$ cat config.mk
export PLATFORM = sky130hd
export DESIGN_NAME = icmp_echo_rx
export DESIGN_NICKNAME = d
export VERILOG_FILES = /design/src/rtl/icmp_echo_rx.sv
export SDC_FILE = /design/constraint.sdc
export NUM_CORES = 1
export LEC_CHECK = 0
export BUFFER_PORTS_ARGS = -buffer_cell sky130_fd_sc_hd__buf_2
export CAP_MARGIN = 30
export CORE_ASPECT_RATIO = 1.5
export CORE_UTILIZATION = 56
export CTS_BUF_LIST = sky130_fd_sc_hd__clkbuf_8
export DETAILED_ROUTE_END_ITERATION = 6
export PLACE_DENSITY = 0.75
export SKIP_LAST_GASP = 1
export SYNTH_ARGS = -nofsm -noshare
export SYNTH_HDL_FRONTEND = slang
export SYNTH_SLANG_ARGS = --single-unit
$ cat constraint.sdc
create_clock -name clk -period 7.1 [get_ports clk]
set_clock_uncertainty 0.1 [all_clocks]
set_input_delay 1.775 -clock clk [delete_from_list [all_inputs] [get_ports clk]]
set_output_delay 1.775 -clock clk [all_outputs]
set_load 0.05 [all_outputs]
$ cat src/rtl/icmp_echo_rx.sv
// icmp_echo_rx: GMII ICMP echo-request parser; optional IP header checksum check under `IP_CSUM_CHECK_EN
module icmp_echo_rx #(
  parameter logic [47:0] BOARD_MAC = 48'h00_11_22_33_44_55,
  parameter logic [31:0] BOARD_IP = {8'd192, 8'd168, 8'd1, 8'd10},
  parameter int MAX_DATA_BYTES = 1472
) (
  input  logic        clk,
  input  logic        rst,
  input  logic        gmii_rx_dv,
  input  logic [7:0]  gmii_rxd,
  output logic        rec_en,
  output logic [7:0]  rec_data,
  output logic        rec_pkt_done,
  output logic [15:0] rec_byte_num,
  output logic [15:0] icmp_id,
  output logic [15:0] icmp_seq,
  output logic [31:0] reply_checksum,
  output logic        rec_err
);
  typedef enum logic [2:0] {IDLE, PREAMBLE, ETH_HEAD, IP_HEAD, ICMP_HEAD, RX_DATA, RX_END} state_t;
  state_t state, state_nxt, adv;
  logic armed, ver_ok, proto_ok, icmp_ok, fail, last, pass, csum_ok;
  logic [15:0] cnt, total_len, data_len, hdr_len, len_calc;
  logic [23:0] sh;
  logic [47:0] mac;
  logic [3:0] ihl;
  logic [31:0] dst_ip, dst_now;
  logic [7:0] hi;
  assign hdr_len = ver_ok ? {10'd0, ihl, 2'b00} : 16'd20;
  assign len_calc = total_len - hdr_len - 16'd8;
  assign dst_now = (cnt == 16'd19) ? {sh, gmii_rxd} : dst_ip;
`ifdef IP_CSUM_CHECK_EN
  logic [15:0] csum, csum_fold;
  logic [16:0] csum_add;
  assign csum_add = {1'b0, csum} + {1'b0, sh[7:0], gmii_rxd};
  assign csum_fold = csum_add[15:0] + {15'd0, csum_add[16]};
  assign csum_ok = csum_fold == 16'hffff;
  // ones-complement header sum, one word per odd header byte, idle outside the IP header
  always_ff @(posedge clk)
    if (rst || state != IP_HEAD) csum <= '0;
    else if (cnt[0]) csum <= csum_fold;
`else
  assign csum_ok = 1'b1;
`endif
  // state register
  always_ff @(posedge clk)
    if (rst) state <= IDLE;
    else state <= state_nxt;
  // per-state byte checks and next state; any early dv drop or failed check ends in RX_END
  always_comb begin
    state_nxt = state;
    adv = state;
    last = 1'b0;
    pass = 1'b1;
    fail = 1'b0;
    case (state)
      IDLE: state_nxt = (armed && gmii_rx_dv && gmii_rxd == 8'h55) ? PREAMBLE : IDLE;
      PREAMBLE: begin
        last = cnt == 16'd7;
        pass = last ? gmii_rxd == 8'hd5 : gmii_rxd == 8'h55;
        adv = ETH_HEAD;
      end
      ETH_HEAD: begin
        last = cnt == 16'd13;
        pass = !last || ((mac == BOARD_MAC || &mac) && {sh[7:0], gmii_rxd} == 16'h0800);
        adv = IP_HEAD;
      end
      IP_HEAD: begin
        last = cnt == hdr_len - 16'd1;
        pass = !last || (ver_ok && proto_ok && dst_now == BOARD_IP && csum_ok);
        adv = ICMP_HEAD;
      end
      ICMP_HEAD: begin
        last = cnt == 16'd7;
        pass = !last || (icmp_ok && total_len >= hdr_len + 16'd8 && len_calc <= 16'(MAX_DATA_BYTES));
        adv = (len_calc == 16'd0) ? RX_END : RX_DATA;
      end
      RX_DATA: begin
        last = cnt == data_len - 16'd1;
        adv = RX_END;
      end
      RX_END: state_nxt = gmii_rx_dv ? RX_END : IDLE;
      default: state_nxt = IDLE;
    endcase
    if (state != IDLE && state != RX_END) begin
      fail = !gmii_rx_dv || !pass;
      state_nxt = fail ? RX_END : last ? adv : state;
    end
  end
  // field capture, payload streaming and result registers
  always_ff @(posedge clk) begin
    if (rst) begin
      armed <= 1'b0;
      cnt <= '0;
      sh <= '0;
      mac <= '0;
      ihl <= '0;
      ver_ok <= 1'b0;
      total_len <= '0;
      proto_ok <= 1'b0;
      dst_ip <= '0;
      icmp_ok <= 1'b0;
      data_len <= '0;
      hi <= '0;
      rec_en <= 1'b0;
      rec_data <= '0;
      rec_pkt_done <= 1'b0;
      rec_byte_num <= '0;
      icmp_id <= '0;
      icmp_seq <= '0;
      reply_checksum <= '0;
      rec_err <= 1'b0;
    end else begin
      armed <= armed | ~gmii_rx_dv;
      cnt <= (state == IDLE) ? 16'd1 : (state_nxt != state) ? 16'd0 : cnt + 16'd1;
      sh <= {sh[15:0], gmii_rxd};
      rec_en <= 1'b0;
      rec_pkt_done <= 1'b0;
      rec_err <= fail;
      if (state == ETH_HEAD && cnt < 16'd6) mac <= {mac[39:0], gmii_rxd};
      if (state == IP_HEAD && cnt == 16'd0) begin
        ihl <= gmii_rxd[3:0];
        ver_ok <= gmii_rxd[7:4] == 4'd4 && gmii_rxd[3:0] >= 4'd5;
      end
      if (state == IP_HEAD && cnt == 16'd3) total_len <= {sh[7:0], gmii_rxd};
      if (state == IP_HEAD && cnt == 16'd9) proto_ok <= gmii_rxd == 8'd1;
      if (state == IP_HEAD && cnt == 16'd19) dst_ip <= dst_now;
      if (state == ICMP_HEAD && cnt == 16'd0) icmp_ok <= gmii_rxd == 8'd8;
      if (state == ICMP_HEAD && cnt == 16'd1) icmp_ok <= icmp_ok && gmii_rxd == 8'd0;
      if (state == ICMP_HEAD && last && !fail) begin
        icmp_id <= sh[23:8];
        icmp_seq <= {sh[7:0], gmii_rxd};
        rec_byte_num <= len_calc;
        data_len <= len_calc;
        reply_checksum <= '0;
        rec_pkt_done <= len_calc == 16'd0;
      end
      if (state == RX_DATA && !fail) begin
        rec_en <= 1'b1;
        rec_data <= gmii_rxd;
        hi <= gmii_rxd;
        rec_pkt_done <= last;
        reply_checksum <= reply_checksum + (cnt[0] ? {16'd0, hi, gmii_rxd} : last ? {16'd0, gmii_rxd, 8'h00} : 32'd0);
      end
    end
  end
endmodule

==> flow_summary.yaml <==
critical_path:
  reg2reg_to: "reply_checksum[31]"
  r2r_cells: 21
  path_class: "register to register"
  critPathMaxStageDelay_ns: 0.59
  r2r_start: "data_len[1]"
  cp_top_family: "simple AND/OR/NAND/NOR gates"
  rrSetupSlack_ns: 1.00
  critPathMostFrequentCell: "nand2_1"
  endpoint_kind: "register"
  cp.buffers_inverters: 1
  cp-startpoint: "data_len[1]"
  crit_end: "reply_checksum[31]"
  slowest_stage: "a2111oi_4"
  cp.depth: 21
  path_cells: "inv_1, ha_1, nor3b_2, nand3b_1, xnor2_1, o2111ai_1, a2111oi_0, nand4_1, nand2_1, nand2_1, o21ai_0, ha_1, nand3_1, o31ai_1, o211ai_1, o21ai_0, nand2b_1, a2111oi_4, nand2_1, or4_1, o21ai_1"
  crit_arrival_ns: 6.45
  critPathRequiredTime_ns: 7.45
  startpoint_type: "register"
  critPathMaxFanout: 14
floorplan:
  die-area_mm2: 0.0220
  ios: 102
  std_cell_rows: 65
  die-height_um: 181
  start_util: 0.572
  die_w_um: 122
  coreArea_mm2: 0.0210
global_route:
  grt_max_degree: 133
  grt_pass1_wl_mm: 51.6
  antenna_found_initial: 1
  grt_use_total: 0.291
  grt_pass1_vias: 10200
  grt_overflow: 0
timing:
  fmax_mhz: 164
  tightestPinTransition_ns: 0.973
  slew_headroom: 0.351
  rsz0062_at_grt: "false"
  slew_violations: 0
  hold_viol: 0
  worst_slack_ns: 1.00
  setup_violations: 0
  fin_setup_tns_ns: 0
  fin_crit_ns: 6.10
  period_share: 0.859
placed_design:
  io_buffer_count: 101
  place_ws_ns: 1.13
  dp_hpwl_mm: 22.0
  gp_congestion: 0.916
cells_and_area:
  areaGrowthSynthToFinish_pct: 11.1
  drive_gt1_frac: 0.138
  final_nets: 1599
  postLayoutCoreUtil: 0.635
power_and_ir_drop:
  finalPower_uw: 2640
  power_frac_clock: 0.438
  switching_share: 0.246
  switchingPower_uw: 650
  pwr-share-seq: 0.515
  vdd_drop_max_uv: 153
  power.density_mw_per_mm2: 198
  combPwrFrac: 0.047
  internal_power_uw: 1990
  leakagePower_uw: 0.00521
drt:
  drc: 0
  firstDrtPassIters: 5
  via_count: 10900
  first_iter_violations: 592
  drtAntennaViolNets: 0
  via_per_inst: 5.89
  wire_per_inst_um: 17.2
  wl_mm: 31.9
synth:
  synth_warnings: 0
  syn-cell-area_mm2: 0.0120
  yosysMostFrequentCell: "nand2_1"
  synth_cells: 1496
  synth.distinct_cells: 89
  synth_top_area_frac: 0.397
  ys_seq_area_frac: 0.397
  synthTopCellsByArea: "dfxtp_1 (40%), nand2_1 (9.7%), a21oi_1 (6.6%)"
  ys_top_cells_by_count: "nand2_1 (311), dfxtp_1 (238), a21oi_1 (159), nor2_1 (102), clkbuf_1 (77)"
  async_flop_share: 0
  postSynthAreaPerCell_um2: 8.02
  ys_seq_elements: 238
  syn-num-nets: 1541
  yosys.area.top_type: "dfxtp_1"
  synthFlopType: "dfxtp_1"
  synth_edf_count: 0
min_path:
  timing.hold.worst.class: "register to register"
  hold_path_depth: 2
  hold_start: "icmp_id[3]"
cts:
  worstSkewPairLatency_ns: 0.54
  htreeDepth: 2
  cts_buffers: 36
  tritoncts: "yes"
  cts.sinks: 238
  cts_max_path_buffers: 3
  holdBufCountCts: 0
  path_clk_slew_ns: 0.06
  clockRootBuffer: "clkbuf_8"
  postCtsSetupBuffers: 0
  cts_resized: 0
run_status:
  run_status: "complete, no violations"
run:
  max_cap_viol_count: 0
## routing by layer
metal  vias up  global-route usage  share of wire
li1       5381                   -              -
met1      5179               0.345           0.41
met2       265               0.516           0.52
met3        75              0.0391          0.039
met4         0               0.123          0.036
met5         -                   0              0
## sequential cells by signal, indices dropped and copies added (netlist names), 3 cells and up
register	flops
mac	48
dst_ip	32
reply_checksum	32
sh	24
cnt	16
data_len	16
icmp_id	16
icmp_seq	16
total_len	16
hi	8
ihl	4
state	3
## final cells by class
type / count / area [µm²]
Tap cell: 268 / 335
Clock inverter: 20 / 120
Multi-Input combinational cell: 1132 / 6740
Clock buffer: 45 / 619
Inverter: 34 / 128
Antenna cell: 1 / 2.50
Timing Repair Buffer: 112 / 627
Fill cell: 1921 / 7650
Sequential cell: 238 / 4760
## worst reg2reg max path: cells and delay by family (launching register included)
family                     cells  cell delay (ns)
DFF                            1             0.39
adders and majority gates      2             0.46
buffers and inverters          1             0.11
and+or+nand+nor                9             2.38
AOI/OAI and AO/OA              8             2.34
xor gates and xnor gates       1             0.22
## through the flow
step           hold slack (ns)  area, µm²  std cells
2_1_floorplan            0.327      12000       1496
3_3_place_gp             0.333      12500       1782
3_5_place_dp             0.341      12600       1784
4_1_cts                  0.349      13300       1849
5_1_grt                  0.360      13300       1850
6_report                 0.345      13300       1850
## power groups by stage
stage | clock (µW) | sequential [µW] | combinational (µW)
2_1_floorplan | 0 | 1380 | 93.3
3_3_place_gp | 0 | 1390 | 123
3_5_place_dp | 0 | 1390 | 123
4_1_cts | 1170 | 1360 | 124
5_1_grt | 1240 | 1360 | 136
6_report | 1160 | 1360 | 125
## logic make-up after synthesis
group	share of synthesized area
compound gates	0.160
xor+xnor	0.0437
fa+ha+maj	0.0369
buf+inv	0.0421
flops	0.397
mux	0.0302
simple gates	0.290
## worst min-delay path by stage
stage / to / slack (ns)
6_report: icmp_id[3] / 0.35
5_1_grt: icmp_id[3] / 0.36
3_3_place_gp: dst_ip[21] / 0.33
4_1_cts: icmp_id[3] / 0.35
2_1_floorplan: dst_ip[21] / 0.33
3_5_place_dp: icmp_id[3] / 0.34
## layout by cell type (no fill, tap or decap), drive strengths merged, types with 32 or more instances in the layout
| cell | count |
|---|---|
| nor4 | 33 |
| nor3 | 44 |
| buf | 112 |
| mux2i | 34 |
| ha | 33 |
| nand2 | 313 |
| dfxtp | 238 |
| clkbuf | 45 |
| inv | 41 |
| o21ai | 33 |
| nor2b | 34 |
| a21oi | 159 |
| nor2 | 103 |
| xnor2 | 32 |
| nand3 | 41 |
No activity file was read; power rests on OpenSTA's default activity.
